==> src/rtl/instr_sequencer.sv <==
// Three-state instruction sequencer: HALT / FETCH / EXEC.
// Drives the timestep counter toward the processor controller and tracks PC and retired count.
module instr_sequencer (
  input  logic       clk,
  input  logic       rst_n,
  input  logic       run,
  input  logic       step,
  input  logic       clr,
  input  logic       pc_load,
  input  logic [7:0] pc_val,
  input  logic       imem_ack,
  output logic       imem_req,
  output logic [7:0] imem_addr,
  output logic [1:0] timestep,
  output logic       ir_load,
  output logic       halted,
  output logic       err,
  output logic [15:0] instr_cnt
);

  typedef enum logic [1:0] {HALT, FETCH, EXEC} state_t;

  state_t      state, state_nx;
  logic [1:0]  ts, ts_nx;
  logic [7:0]  pc, pc_nx;
  logic [15:0] cnt, cnt_nx;
  logic        err_q, err_nx;
  logic        one_shot, one_shot_nx;

  always_ff @(posedge clk or negedge rst_n) begin
    if (!rst_n) begin
      state    <= HALT;
      ts       <= 2'd0;
      pc       <= 8'd0;
      cnt      <= 16'd0;
      err_q    <= 1'b0;
      one_shot <= 1'b0;
    end else begin
      state    <= state_nx;
      ts       <= ts_nx;
      pc       <= pc_nx;
      cnt      <= cnt_nx;
      err_q    <= err_nx;
      one_shot <= one_shot_nx;
    end
  end

  always_comb begin
    state_nx    = state;
    ts_nx       = ts;
    pc_nx       = pc;
    cnt_nx      = cnt;
    err_nx      = err_q;
    one_shot_nx = one_shot;
    case (state)
      HALT: begin
        ts_nx = 2'd0;
        // run wins over step, so a simultaneous step does not arm a single-shot
        if (run) begin
          state_nx = FETCH;
        end else if (step) begin
          state_nx    = FETCH;
          one_shot_nx = 1'b1;
        end
      end
      FETCH: begin
        ts_nx = 2'd0;
        if (imem_ack) begin
          state_nx = EXEC;
          ts_nx    = 2'd1;
        end
      end
      EXEC: begin
        if (clr) begin
          ts_nx       = 2'd0;
          pc_nx       = pc + 8'd1;
          cnt_nx      = (cnt == 16'hFFFF) ? cnt : cnt + 16'd1;
          state_nx    = (run && !one_shot) ? FETCH : HALT;
          one_shot_nx = 1'b0;
        end else if (ts == 2'd3) begin
          // controller never retired: abort without committing anything
          ts_nx       = 2'd0;
          err_nx      = 1'b1;
          state_nx    = HALT;
          one_shot_nx = 1'b0;
        end else begin
          ts_nx = ts + 2'd1;
        end
      end
      default: begin
        state_nx = HALT;
        ts_nx    = 2'd0;
      end
    endcase
    if (pc_load) pc_nx = pc_val;
  end

  assign imem_req  = (state == FETCH);
  assign ir_load   = (state == FETCH) && imem_ack;
  assign halted    = (state == HALT);
  assign imem_addr = pc;
  assign timestep  = ts;
  assign err       = err_q;
  assign instr_cnt = cnt;

endmodule

==> config.mk <==
export PLATFORM = sky130hd
export DESIGN_NAME = instr_sequencer
export DESIGN_NICKNAME = d
export VERILOG_FILES = /design/src/rtl/instr_sequencer.sv
export SDC_FILE = /design/constraint.sdc
export NUM_CORES = 1
export LEC_CHECK = 0
export ABC_CLOCK_PERIOD_IN_PS = 1700
export BUFFER_PORTS_ARGS = -buffer_cell sky130_fd_sc_hd__buf_2
export CAP_MARGIN = 20
export CORE_UTILIZATION = 45
export CTS_BUF_LIST = sky130_fd_sc_hd__clkbuf_2
export DETAILED_ROUTE_END_ITERATION = 16
export PLACE_DENSITY_LB_ADDON = 0.05
export SLEW_MARGIN = 20
export SYNTH_ARGS = -nofsm -noshare
export SYNTH_HDL_FRONTEND = slang
export SYNTH_SLANG_ARGS = --single-unit
==> constraint.sdc <==
create_clock -name clk -period 1.7 [get_ports clk]
set_input_delay 0.34 -clock clk [delete_from_list [all_inputs] [get_ports clk]]
set_output_delay 0.34 -clock clk [all_outputs]
set_load 0.01 [all_outputs]
# After elaboration in Yosys (flattened, before gate mapping)
# Cells that the tools add are included.
[classes]
addsub = 3
n_mul = 0
div = 0
order_cmp = 0
n_eq_ne = 9
shift = 0
mux = 19
bitwise_logic = 2
reduce_logical = 12
[op_table]
columns = ["cell", "count"]
rows = [
  ["$mux W8", 3],
  ["$add A16 B1 Y16 const B", 1],
  ["$eq A16 B16 Y1 const B", 1],
  ["$mux W2", 7],
  ["$reduce_and A3 Y1", 3],
  ["$add A8 B1 Y8 const B", 1],
  ["$mux W1", 6],
  ["$ne A2 B2 Y1 const B", 3],
  ["$ne A3 B3 Y1 const B", 2],
  ["$pmux W2 S3", 1],
  ["$reduce_bool A2 Y1", 3],
  ["$eq A2 B2 Y1 const B", 2],
  ["$pmux W2 S2", 1],
  ["$reduce_and A4 Y1", 1],
  ["$add A2 B1 Y2 const B", 1],
  ["$eq A2 B1 Y1 const B", 1],
  ["$logic_and A1 B1 Y1", 2],
  ["$logic_not A2 Y1", 1],
  ["$not A1 Y1", 2],
  ["$pmux W1 S2", 1],
  ["$reduce_and A2 Y1", 1],
  ["$logic_not A1 Y1", 1],
]
[word_totals]
regBits = 30
latchBits = 0
ramBits = 0
mem_bits_ro = 0
in_bits = 15
output_inout_bits = 30
elab_cells = 51
mem_count = 0

# Longest topological paths before layout
# Gate-level depths: netlist of the first run.
[depth]
depth_word = 5
ltp_mapped = 7
ltp_nobuf = 6

# Least setup slack after synthesis of the first run
# Ideal clock, no wire load.
[synth_path]
path_type = "reg-to-reg"
from = "register cnt[0], in the netlist instr_cnt[0]"
to = "register cnt[15], in the netlist instr_cnt[15]"
setup_ns = 0.138
t_arrival_ns = 1.495
required_time_ns = 1.562
setup_slack_ns = 0.067
path_stages_with_launch = 7
n_path_buf = 1
period_less_slack_ns = 1.633
path_cell_list = "dfrtp_1 ha_1 nand4_1 nor4_4 buf_6 nor4_1 xor2_1"
[synth_between]
elab_chain_cells = 3
elab_cells_between_ends = 4
cone_classes = "add/sub: 1; eq/ne: 1; bitwise: 1; reduce/logical: 1"
[synth_rtl]
columns = ["element", "line_no", "text"]
rows = [
  ["start, declared", "26", "logic [15:0] cnt, cnt_nx;"],
  ["start signal, assigned", "42", "cnt <= cnt_nx;"],
  ["branches (longest 3 deep; another with $add A16 B1 Y16)", "-", ""],
]
# Several ways; the timed one is not identified.
# A chain may end at the register's enable or synchronous reset.

# Worst setup path in the final report of the first run
[layout_path]
from = "register state[0]"
to = "output port ir_load"
[layout_between]
elab_chain_cells = 2
[layout_rtl]
columns = ["element", "line_no", "text"]
rows = [
  ["start, declared", "23", "state_t state, state_nx;"],
  ["start signal, assigned", "39", "state <= state_nx;"],
  ["$eq A2 B1 Y1", "99", "assign ir_load = (state == FETCH) && imem_ack;"],
  ["$logic_and A1 B1 Y1", "99", ""],
  ["end, declared", "15", "output logic ir_load,"],
]
# No other way between the ends.

==> results summary, run 1 <==
The port buffer count is 44. Setup violations remaining at the end of the flow were counted as 0. The total congestion overflow after global routing is 0. For the worst setup path, the data required time is 1.36 ns. The worst setup path is launched from a flip-flop. The total nets after synthesis is 173.

The final count of hold timing violations came to 0. The setup slack of the most critical reg-to-reg path is 0.10 ns. The number of CTS-inserted buffers is 5. In this run the remaining antenna-violating nets after routing total 0. Setup repair after global routing could not meet its margin everywhere. The most common cell after layout, fill and taps aside is sky130_fd_sc_hd__buf_2. The clock skew came out at 0.01728 ns. The clock net sink count came out at 30.

The global routing met3 resource utilization came out at 0.07143. Summing all placed instances gives a cell area of 1914 µm². The instance count along the most critical hold path is 3. The initial antenna violation count came out at 0. The number of antenna diodes came out at 0. The number of warnings reported in the yosys synthesis log is 0. The max-slew violation count is 0. Leaving out fill and tap cells, the most frequent cells in the layout are 43 x sky130_fd_sc_hd__buf_2, 30 x sky130_fd_sc_hd__dfrtp_1, 18 x sky130_fd_sc_hd__nand2_1, 16 x sky130_fd_sc_hd__xor2_1, 13 x sky130_fd_sc_hd__buf_4.

The arrival time of the worst setup path is 1.33 ns. The maximum clock path buffer count came out at 2. The synthesized netlist contains 33 unique library cells.

The endpoint of the lowest-slack register-to-register path is instr_cnt[7]$_DFFE_PN0P_. Across the run, the number of max-cap violations was 0. Power spread over the standard cell area amounts to around 1000 nW/µm².

The detailed placement HPWL is roughly 2500 µm. The initialized floorplan defines 21 standard-cell rows. TritonCTS built the clock tree. In the routed design, unresolved DRC markers number 0. The fill cell instance count of the final layout is 310.

The detailed router placed 1330 vias in this run. At the end of routability-driven placement, the weighted congestion stood at 0.8235. The post-layout minimum cycle time is about 1.7 ns.

The start point of the worst hold path is pc_val[4]. The synthesized area divided by synthesized cell count is 10.49 µm². The synthesized netlist occupies a cell area of 1574 µm². The worst-case headroom to the max-slew limit came out at 0.5419. The total core area came out at 3337 µm². The global-route met1 utilization came out at 0.2329. The worst hold slack across all endpoints came out at 0.1614 ns. The highest fanout seen on the critical path is 3. The flow ran to the end, and the final reports show no timing, DRC or antenna violations.

The number of placed instances with taps included came out at 248. The number of global-route vias before repair is 1287. Clock-pin slew was measured on the worst setup and hold paths at 0.16 ns. Measured in cells, the most critical reg-to-reg path has a length of 6. In this run the count of I/O pins placed on the die edge is 45. STA classifies the critical path endpoint as an output port.

The number of flip-flops and latches in the synthesized netlist is 30. The gate count of the mapped netlist came out at 150. The maximum clock rate is 597.9 MHz. The layer flagged by global routing as most heavily used is met2. The pin count of the biggest net entering global routing is 31. The overall routed net length came out at 3419 µm. In the finished design, the share of the clock period the worst path needs comes to 0.9838. The total design power came out at 2.119 mW. The actual slew at the worst max-slew pin is 0.6871 ns. The area of the die came out at 3738 µm².

The proportion of layout cells with a drive suffix above 1 came out at 0.3767. The detailed-routing iteration count for the pre-antenna-repair pass came out at 4. The average wire length per cell after detail routing is 13.10 µm. The floorplan step set the die width to 61.14 µm. In this run, the number of DRC markers left after iteration 0 of detailed routing was 56. The number of H-tree levels is 2. In the final design database the tool counted approximately 240 nets. The part of the Yosys area used for sequential elements came out at 0.4769. The area growth from synthesis to final layout is 30.37%.

The path with the worst hold slack has its endpoint at imem_addr[4]$_DFFE_PN0P_. The finished layout cell area came out at 2052 µm². The worst hold path belongs to the class input port to flip-flop. The clock reaches the later pin of the worst-skew pair after approximately 0.37 ns.

The critical path is of the flip-flop to output port type. The wire length of the first global-routing pass came out at 5561 µm. The tree is rooted in a sky130_fd_sc_hd__clkbuf_2. The reported leakage power is around 1.1 nW. The final standard cell count with taps included and fillers excluded came out at 261.

The met2 usage in global routing is 0.3649. The peak ir drop on the vdd network is 0.6639 mV. For this configuration, the core starts out at a cell density of 0.4717. The startpoint of the worst-slack reg-to-reg timing path is instr_cnt[0]$_DFFE_PN0P_.

The detailed-route vias per instance is around 5.1. The vertical extent of the die is 61.14 µm. The overall routing resource usage is 0.2080. The total negative slack came out at 0 ns.
stage by stage:
| stage | utilization | setup slack, ns |
|---|---|---|
| 2_1_floorplan | - | 0.06737 |
| 6_report | 0.6149 | 0.02753 |
| 4_1_cts | 0.5984 | 0.005008 |
| 3_3_place_gp | 0.5737 | 0.05944 |
| 3_5_place_dp | 0.5737 | 0.01058 |
| 5_1_grt | 0.6149 | -0.05849 |
how the worst max path moves through the flow:
stage | start | end | slack [ns] | depth (start not counted)
6_report | state[0]$_DFFE_PN0P_ | ir_load | 0.03 | 4
5_1_grt | state[1]$_DFFE_PN0P_ | ir_load | -0.06 | 4
4_1_cts | state[0]$_DFFE_PN0P_ | ir_load | 0.005 | 4
3_5_place_dp | state[0]$_DFFE_PN0P_ | instr_cnt[7]$_DFFE_PN0P_ | 0.01 | 6
3_3_place_gp | state[0]$_DFFE_PN0P_ | instr_cnt[15]$_DFFE_PN0P_ | 0.06 | 6
2_1_floorplan | instr_cnt[0]$_DFFE_PN0P_ | instr_cnt[15]$_DFFE_PN0P_ | 0.07 | 6
where the power goes:
group | total (mW) | switching, mW | internal (mW)
Sequential | 0.930 | 0.105 | 0.824
Combinational | 0.839 | 0.413 | 0.425
Clock | 0.351 | 0.250 | 0.101
worst max-delay path, cell delays in order (launching register included):
cell	delay, ns
sky130_fd_sc_hd__dfrtp_1	0.43
sky130_fd_sc_hd__buf_6	0.13
sky130_fd_sc_hd__ha_4	0.15
sky130_fd_sc_hd__and2_4	0.13
sky130_fd_sc_hd__buf_6	0.11
routing by layer:
metal  wire (µm)  up-vias
met1        1460      635
met2        1717       33
met3         186        6
met4          55        0
met5           0        -
li1            -      656
area by class of cell:
class                           count  area, µm²  share of cell area
Inverter                            6      22.52             0.01098
Sequential cell                    30      750.7              0.3659
Multi-Input combinational cell    111      825.8              0.4024
Clock buffer                        6      30.03             0.01463
Clock inverter                      2      8.758            0.004268
Timing Repair Buffer               60      356.6              0.1738
Tap cell                           46      57.56             0.02805
sequential cells by signal, summed over array words and instances, names as in the netlist:
register	cells
one_shot	1
state	2
err	1
imem_addr	8
instr_cnt	16
timestep	2
cell families after synthesis:
| logic type | share of synthesized area |
|---|---|
| DFF | 0.4769 |
| and+or+nand+nor | 0.2345 |
| AOI/OAI and AO/OA | 0.05962 |
| adders and majority gates | 0.06360 |
| xor gates and xnor gates | 0.1224 |
| buffers and inverters | 0.02702 |
| muxes | 0.01590 |
cells in the mapped netlist:
library cell	count	area, µm²
sky130_fd_sc_hd__nor2b_1	2	12.51
sky130_fd_sc_hd__o211ai_1	2	15.01
sky130_fd_sc_hd__nor3b_1	4	30.03
sky130_fd_sc_hd__mux2_4	1	15.01
sky130_fd_sc_hd__nor2_1	2	7.510
sky130_fd_sc_hd__nor4_2	1	12.51
sky130_fd_sc_hd__nor3_1	5	25.02
sky130_fd_sc_hd__inv_1	6	22.52
sky130_fd_sc_hd__nand2_1	19	71.32
sky130_fd_sc_hd__xor2_1	16	140.1
sky130_fd_sc_hd__and2_1	1	6.260
sky130_fd_sc_hd__nand3_1	7	35.03
sky130_fd_sc_hd__a21o_1	1	7.510
sky130_fd_sc_hd__nor2_2	1	6.260
sky130_fd_sc_hd__nand4_1	6	37.54
sky130_fd_sc_hd__or3_1	1	6.260
sky130_fd_sc_hd__o21a_1	1	7.510
sky130_fd_sc_hd__or2_2	1	6.260
sky130_fd_sc_hd__nor4_1	4	25.02
sky130_fd_sc_hd__or3b_1	1	8.760
sky130_fd_sc_hd__buf_2	1	5.000
sky130_fd_sc_hd__xnor2_1	6	52.55
sky130_fd_sc_hd__mux2i_1	1	10.01
sky130_fd_sc_hd__nand4_2	1	12.51
sky130_fd_sc_hd__clkbuf_1	1	3.750
sky130_fd_sc_hd__a221oi_1	1	8.760
sky130_fd_sc_hd__and4_1	3	26.28
sky130_fd_sc_hd__dfrtp_1	30	750.7
sky130_fd_sc_hd__buf_6	1	11.26
sky130_fd_sc_hd__o21ai_0	11	55.05
sky130_fd_sc_hd__ha_1	8	100.1
sky130_fd_sc_hd__nor4_4	1	21.27
sky130_fd_sc_hd__and3_1	3	18.77
repair_timing:
item                                    in CTS  in global routing
buffers inserted                             0                  4
hold endpoints to repair                    24                  0
pin swaps                                    0                  5
resized for setup                            8                  7
hold buffers                                 1                  0
endpoints found under the setup margin       4                 14
Power figures use the tool's default switching activity.
==> run 2: changes to the inputs <==
--- a/config.mk
+++ b/config.mk
@@ -8,9 +8,11 @@
 export ABC_CLOCK_PERIOD_IN_PS = 1700
 export BUFFER_PORTS_ARGS = -buffer_cell sky130_fd_sc_hd__buf_2
 export CAP_MARGIN = 20
+export CORE_MARGIN = 3
 export CORE_UTILIZATION = 45
 export CTS_BUF_LIST = sky130_fd_sc_hd__clkbuf_2
 export DETAILED_ROUTE_END_ITERATION = 16
+export GPL_ROUTABILITY_DRIVEN = 0
 export PLACE_DENSITY_LB_ADDON = 0.05
 export SLEW_MARGIN = 20
 export SYNTH_ARGS = -nofsm -noshare
==> results summary, run 2 (synthesized netlist as in run 1, its figures left out) <==
STA classifies the critical path endpoint as an output port. The most heavily used metal layer in global routing is met2. The area of the die came out at 4243 µm².

Internal power comes to 1.364 mW. After clock tree synthesis, the clock-pin slew on the worst setup and hold paths is 0.17 ns. The initial antenna violation count is 0. The worst-case headroom to the max-slew limit came out at 0.5582.

The number of placement rows came out at 20. The number of DRC markers after the initial detailed-route iteration is 58. Of the total power, the share spent switching nets is 0.3708. The wire length of the first global-routing pass came out at 6003 µm. The global routing met3 resource utilization is 0.06154.

The fill cell instance count of the final layout is 296. Derived from the worst setup path, the maximum achievable clock frequency is 598.9 MHz. The number of H-tree levels came out at 2. The root buffer cell chosen for the clock tree is sky130_fd_sc_hd__clkbuf_2. Setup repair after global routing could not meet its margin everywhere. The flip-flop count of the largest register after layout came out at 16. By instance count, the cell type seen most on the critical path is sky130_fd_sc_hd__buf_6. The final count of hold timing violations is 0. The critical path required time came out at 1.36 ns. In the final layout, the multi-input gates occupy 853.3 µm². The net switching power is approximately 800 µW. Of the total power, the clock network draws 0.167. The reported leakage power came out at 1.105 nW. At the pin with the least slew margin, the transition time is 0.6627 ns.

The overall routed net length came out at around 3600 µm. STA classifies the critical path startpoint as a flip-flop. The final standard cell count with taps included and fillers excluded is 266. The number of placed instances with taps included came out at approximately 250. The path class of the tightest hold or removal check is input port to flip-flop. In this run the register-to-register setup slack is 0.08 ns. The max-slew violation count is 0. The count of unresolved DRC violations after routing is 0. The fraction of the cycle the final worst path needs is 0.9822. The clock net sink count is 30. The slowest stage of the critical path belongs to the cell sky130_fd_sc_hd__dfrtp_1. The signal on the critical path passes through buf_6 -> ha_4 -> and2_4 -> buf_6. The kind of cell with the highest combined delay on the critical path is flip-flops. The clock latency on the worst-skew pair is 0.39 ns. The pin count of the biggest net entering global routing came out at 31.

The flow ran to the end, and the final reports show no timing, DRC or antenna violations. The detailed-route vias per instance is 5.079. The proportion of layout cells with a drive suffix above 1 is 0.4054.

Across all hold checks on the routed design, the worst slack comes to 0.1621 ns. Of all nets on the critical path, the largest fanout is 3. The detailed placement HPWL is 2675 µm. The worst setup path is of the flip-flop to output port kind. The number of antenna diodes is 0.

The tool flagged a number of max-cap violations equal to 0. The starting density of the core came out at 0.4914. The area taken by flip-flops and latches came out at 752.0 µm². The global-route met1 utilization is 0.2376. The detailed-route via count came out at roughly 1400.

The share of total power dissipated in sequential elements is 0.423. The total core area is 3203 µm². The final number of setup-violating endpoints is 0. The number of CTS-inserted buffers is 5. Between clock sinks in the finished design, the worst skew comes to 0.02945 ns. During placement, the flow inserted port buffers numbering 44.

The number of buffers and inverters on the critical path is 2. The die is around 65 µm tall. 45 I/O pins were placed. The library cell used most frequently in the layout, excluding fill and tap cells, is sky130_fd_sc_hd__buf_2.

The horizontal extent of the die came out at roughly 65 µm. Counting I/O delays and the setup requirement, the final critical path takes 1.670 ns. Summed over all layers, the global routing overflow is 0. The number of global-route vias before repair came to ~1300. Overall power consumption after layout is estimated at 2.168 mW. The critical path's largest stage delay is 0.44 ns. IR analysis of the VDD net gives a maximum drop of ~0.65 mV.

The power per cell area came out at just over 1000 nW/µm². In the layout the commonest cells are 43 x sky130_fd_sc_hd__buf_2, 29 x sky130_fd_sc_hd__dfrtp_1, 21 x sky130_fd_sc_hd__buf_4, 19 x sky130_fd_sc_hd__nand2_1, 16 x sky130_fd_sc_hd__xor2_1. Across all setup checks in the final design, the least slack found is approximately 0.03 ns. The part of the power in combinational logic came out at 0.410. The average wire length per cell after detail routing came out at 13.42 µm. The overall routing resource usage is 0.1864. The maximum clock path buffer count came out at 2. In the global route stage, met2 resource usage came out at 0.2950.

Relative to the synthesized area, the layout overhead comes to 35.29%. TritonCTS built the clock tree. The net count reported at finish is 244. The arrival time of the worst setup path is 1.33 ns. The count of nets left with antenna violations once routing finished came out at 0.

The worst slack at placement is 0.01378 ns. The detailed-routing iteration count for the pre-antenna-repair pass is 4.
==> run 2: changes by cell type in the layout (fill, tap and decap cells not counted), sizes merged <==
cell      before  now
buf           59   66
clkbuf         6    5
clkinvlp       0    1
==> run 2: worst reg2reg max path, cell delays in order (launching register included) <==
cell	delay, ns
sky130_fd_sc_hd__dfrtp_1	0.43
sky130_fd_sc_hd__ha_1	0.22
sky130_fd_sc_hd__nand4_1	0.17
sky130_fd_sc_hd__nor4_4	0.06
sky130_fd_sc_hd__buf_4	0.16
sky130_fd_sc_hd__or3_1	0.35
sky130_fd_sc_hd__xnor2_1	0.13
==> run 2: final cells by class <==
cell class | instances | area share
clock buffers | 5 | 0.01175
inverters | 6 | 0.01058
well taps | 44 | 0.02585
clock inverters | 3 | 0.007638
multi-input cells | 111 | 0.4007
flip-flops and latches | 30 | 0.3531
repair buffers | 67 | 0.1904
==> run 2: what timing repair did <==
| action | 4_1_cts | 5_1_grt |
|---|---|---|
| hold endpoints to repair | 25 | 0 |
| resized for setup | 7 | 10 |
| setup buffers | 0 | 5 |
| setup endpoints to repair | 3 | 18 |
| hold buffers | 1 | 0 |
| pin swaps | 1 | 3 |
==> run 2: final timing paths <==
kind | start | end | cells past startpoint
worst max-delay path | state[0]$_DFFE_PN0P_ | ir_load | 4
worst min-delay path | pc_val[6] | imem_addr[6]$_DFFE_PN0P_ | 3
worst max register to register | instr_cnt[0]$_DFFE_PN0P_ | instr_cnt[7]$_DFFE_PN0P_ | 6
worst min register to register | err$_DFFE_PN0P_ | err$_DFFE_PN0P_ | 1
max in group asynchronous | rst_n | instr_cnt[11]$_DFFE_PN0P_ | 2
min in group asynchronous | rst_n | instr_cnt[9]$_DFFE_PN0P_ | 2
==> run 2: power by group through the flow <==
stage | combinational [mW] | clock [mW] | sequential (mW)
6_report | 0.890 | 0.362 | 0.917
5_1_grt | 0.995 | 0.402 | 0.929
4_1_cts | 0.810 | 0.374 | 0.913
3_5_place_dp | 0.749 | 0 | 0.923
3_3_place_gp | 0.715 | 0 | 0.914
2_1_floorplan | 0.347 | 0 | 0.981
==> run 2: metal layers <==
layer  up-vias  wire length [µm]
met3         6               212
met4         0                57
met2        34              1644
li1        675                 -
met5         -                 0
met1       636              1657
==> run 2: metrics by stage <==
stage / instance area (µm²) / TNS (ns) / util
detailed placement: 1957 / 0 / 0.6109
global route: 2130 / -0.06336 / 0.6648
CTS: 2039 / 0 / 0.6367
finish: 2130 / 0 / 0.6648
global placement: 1957 / 0 / 0.6109
floorplan: 1574 / 0 / -
==> run 3: changes to the inputs <==
--- a/config.mk
+++ b/config.mk
@@ -5,7 +5,8 @@
 export SDC_FILE = /design/constraint.sdc
 export NUM_CORES = 1
 export LEC_CHECK = 0
-export ABC_CLOCK_PERIOD_IN_PS = 1700
+export ABC_AREA = 1
+export ABC_CLOCK_PERIOD_IN_PS = 1400
 export BUFFER_PORTS_ARGS = -buffer_cell sky130_fd_sc_hd__buf_2
 export CAP_MARGIN = 20
 export CORE_MARGIN = 3
@@ -13,7 +14,7 @@
 export CTS_BUF_LIST = sky130_fd_sc_hd__clkbuf_2
 export DETAILED_ROUTE_END_ITERATION = 16
 export GPL_ROUTABILITY_DRIVEN = 0
-export PLACE_DENSITY_LB_ADDON = 0.05
+export PLACE_DENSITY = 0.71
 export SLEW_MARGIN = 20
 export SYNTH_ARGS = -nofsm -noshare
 export SYNTH_HDL_FRONTEND = slang
==> constraint.sdc (replaced) <==
create_clock -name clk -period 1.4 [get_ports clk]
set_input_delay 0.28 -clock clk [delete_from_list [all_inputs] [get_ports clk]]
set_output_delay 0.28 -clock clk [all_outputs]
set_load 0.01 [all_outputs]
==> results summary, run 3 <==
The run finished, with violations left. The checks that failed: negative setup slack. In the post-synthesis netlist, the biggest area contributors are sky130_fd_sc_hd__dfrtp_1 39%, sky130_fd_sc_hd__nand2_1 19%, sky130_fd_sc_hd__nor2_1 6.3%. The gate count of the mapped netlist came out at about 270. The horizontal extent of the die is 71.14 µm. The layout has 292 filler cells.

The initial antenna violation count is 0. The die is 71.14 µm tall. The xor and xnor fraction of the mapped netlist area is 0.05046. A synthesized cell averages ~7.1 µm².

The cell area after synthesis came out at 1909 µm². The area growth from synthesis to final layout is 60.29%. STA classifies the critical path startpoint as a flip-flop. The average wire length per cell after detail routing came out at 13.44 µm. The slowest stage of the critical path belongs to the cell sky130_fd_sc_hd__dfrtp_1.

The switching power as a share of total power came out at 0.4019. The register clock-pin slew on the reported worst setup and hold paths came out at 0.16 ns. The finished layout cell area is between 3000 and 4000 µm².

The port buffer count is 44. The number of placed instances with taps included is slightly below 400. The number of H-tree levels came out at 2. The proportion of power drawn by flip-flops and latches is 0.314.

The internal power summed over all cells came out at 2.248 mW. Setup repair after global routing could not meet its margin everywhere. The area taken by flip-flops and latches came out at 755.7 µm². The arrival time of the worst setup path is approximately 1.3 ns. The sort of element at the end of the critical path is an output port. The highest fanout seen on the critical path came out at 3. The number of antenna diodes came out at 0.

The pin count of the biggest net entering global routing is 24. The final standard cell count with taps included and fillers excluded came out at around 420. In the routed layout, each cell is associated on average with a via count of ~5.1. In this design, the critical path's most frequently occurring cell is sky130_fd_sc_hd__buf_6. Setup violations remaining at the end of the flow were counted as 20. The area fraction in compound gates after synthesis was 0.05898. The part of the power in combinational logic came out at 0.569.

The register with the most flip-flops in the layout has 16 of them. The clock net sink count came out at 30. The number of global-route vias before repair is 1860.

The total core area is 4058 µm². For this design the ratio of total power to cell area is 1228 nW/µm². During I/O placement, the number of pins put on the boundary was between 40 and 50.

The net switching power came out at 1.511 mW. The area taken by multi-input logic gates is roughly 1300 µm². In this run the deepest clock path goes through 2 buffers.

The detailed-route via count is 2135. The number of DRC markers after the initial detailed-route iteration is roughly 120. Grouping stages by cell kind, the critical path spends the most delay in flip-flops. Of the post-synthesis cell area, the dominant cell type holds 0.3932. The commonest cells after synthesis are 99 x sky130_fd_sc_hd__nand2_1, 32 x sky130_fd_sc_hd__nor2_1, 30 x sky130_fd_sc_hd__dfrtp_1. The total nets after synthesis is 291.

The library cells used most frequently in the layout, excluding fill and tap cells, are 65 x sky130_fd_sc_hd__nand2_1, 39 x sky130_fd_sc_hd__buf_2, 32 x sky130_fd_sc_hd__buf_4, 29 x sky130_fd_sc_hd__nand2_2, 28 x sky130_fd_sc_hd__buf_6. The largest total area in the synthesized netlist belongs to sky130_fd_sc_hd__dfrtp_1. The number of placement rows came out at 23. The net count reported at finish is between 300 and 400.

The path class of the tightest hold or removal check is input port to flip-flop. The number of maximum-capacitance constraint violations came out at 0. The most common cell in the synthesized netlist is sky130_fd_sc_hd__nand2_1. The detailed-routing iteration count for the pre-antenna-repair pass came out at 4. Counting flops with a built-in enable in the synthesized netlist gives 0. The total congestion overflow after global routing came out at 0. In the post-route analysis, the smallest setup slack over all paths is -0.1888 ns. After layout, the minimum clock period comes to 1.589 ns. TritonCTS built the clock tree. The total placed instance area is 2422 µm². The starting density of the core is 0.4706.

The actual slew at the worst max-slew pin is 0.5713 ns. Once detailed placement completed, the half-perimeter wirelength came to 3625 µm. The critical path required time is 1.12 ns. The portion of synthesized area spent on multiplexers is 0.

The adder-cell area share of the yosys netlist came out at 0.05242. The reported leakage power came out at 1.553 nW. The startpoint-to-endpoint class of the critical path is flip-flop to output port. The overall routed net length is 5659 µm. The first global-routing pass estimated a little over 8000 µm of wire.

The final count of hold timing violations is 0. The clock tree root driver cell is sky130_fd_sc_hd__clkbuf_2. The proportion of power drawn by the clock network is 0.118.

The fraction of the cycle the final worst path needs is 1.135. The clock latency on the worst-skew pair is 0.39 ns. The simple-gate share of the synthesized area came out at 0.3657. In the synthesized netlist the async set-or-reset flop fraction comes to 1.000. The library cell used most frequently in the layout, excluding fill and tap cells, is sky130_fd_sc_hd__nand2_1. For this run, the leading register cell type out of synthesis is sky130_fd_sc_hd__dfrtp_1. The synthesized netlist contains 27 unique library cells. In the routed design, unresolved DRC markers number 0.

The number of clock buffers added by TritonCTS is 5. The count of nets left with antenna violations once routing finished came out at 0. Clock skew on the completed layout was measured at between 0.009 and 0.01 ns. After synthesis, the largest family of logic cells by area is simple AND/OR/NAND/NOR gates. The critical path's largest stage delay came out at 0.43 ns.

Walking the worst path, the cells encountered are buf_6 -> ha_4 -> nand2_2 -> inv_2 -> buf_6. The total buffers and inverters traversed by the critical path came out at 3. The number of warnings reported in the yosys synthesis log came out at 0.

Synthesis inferred 30 register bits. The part of the Yosys area used for sequential elements is 0.3932. The floorplan step defined a die boundary enclosing 5060 µm². The peak ir drop on the vdd network is ~1.2 mV.

In the final layout, the share of cells above drive strength 1 is 0.4879. The worst-case headroom to the max-slew limit is 0.6191. The maximum clock rate came out at 629.4 MHz. In the global route stage, overall resource usage came out at 0.2050. The max-slew violation count came out at 0.
run 3: cell count changes after synthesis, sizes merged, moves of 6 or more:
cell,change
nand2,+82
nor2,+33
inv,+25
nand3,+15
xor2,-11
nor4,-6
run 3: area by class of cell:
type / count / area share
Multi-Input combinational cell: 203 / 0.4285
Timing Repair Buffer: 100 / 0.2486
Inverter: 31 / 0.04456
Clock inverter: 1 / 0.001226
Sequential cell: 30 / 0.2469
Tap cell: 50 / 0.02044
Clock buffer: 6 / 0.009812
run 3: timing repair:
action / 4_1_cts / 5_1_grt
hold buffers: 1 / 0
resized for setup: 27 / 95
buffers inserted: 10 / 11
endpoints found under the setup margin: 25 / 32
cloned: 0 / 1
hold endpoints to repair: 22 / 0
pin swaps: 7 / 39
run 3: worst min-delay path, cell delays in order:
cell                       delay [ns]
sky130_fd_sc_hd__buf_2           0.07
sky130_fd_sc_hd__nand2_1         0.04
sky130_fd_sc_hd__o211ai_1        0.06
run 3: metal layers:
metal	up-vias	GRT usage	wire length [µm]
met4	0	0.04384	122
met1	1021	0.2585	2289
met5	-	0	0
li1	1047	-	-
met2	54	0.3584	2953
met3	13	0.04688	294
run 3: metrics by stage:
step	setup TNS (ns)	hold WS [ns]	total power [mW]	utilization	setup WS [ns]
after floorplan	0	-0.01559	1.851	-	0.008893
after global placement	-1.539	0.2972	2.313	0.5970	-0.1176
final	-1.071	0.09050	3.759	0.7542	-0.1888
after detailed placement	-2.085	0.2992	2.338	0.5970	-0.1603
after global routing	-2.889	0.09406	3.973	0.7542	-0.2598
after CTS	-0.5693	0.1123	3.115	0.6556	-0.1975
run 3: worst paths after layout:
check / from / endpoint / slack, ns / cells past startpoint
setup / recovery: state[0]$_DFFE_PN0P_ / ir_load / -0.19 / 5
hold / removal: pc_val[6] / imem_addr[6]$_DFFE_PN0P_ / 0.09 / 3
setup reg to reg: instr_cnt[0]$_DFFE_PN0P_ / instr_cnt[3]$_DFFE_PN0P_ / -0.06 / 8
hold reg to reg: err$_DFFE_PN0P_ / err$_DFFE_PN0P_ / 0.53 / 1
max in group asynchronous: rst_n / imem_addr[5]$_DFFE_PN0P_ / 0.48 / 3
min in group asynchronous: rst_n / instr_cnt[10]$_DFFE_PN0P_ / 0.38 / 2
run 3: cell families (layout without fill, tap and decap cells):
logic type | count (synthesis) | after routing
AOI/OAI and AO/OA | 16 | 16
adders and majority gates | 8 | 8
and+or+nand+nor | 168 | 168
buffers and inverters | 35 | 138
DFF | 30 | 30
xor gates and xnor gates | 11 | 11
run 3: power by group through the flow:
stage	clock network [mW]	registers [mW]	logic, mW
final	0.443	1.18	2.14
after global routing	0.473	1.19	2.31
after CTS	0.436	1.16	1.52
after detailed placement	0	1.17	1.17
after global placement	0	1.16	1.15
after floorplan	0	1.23	0.622
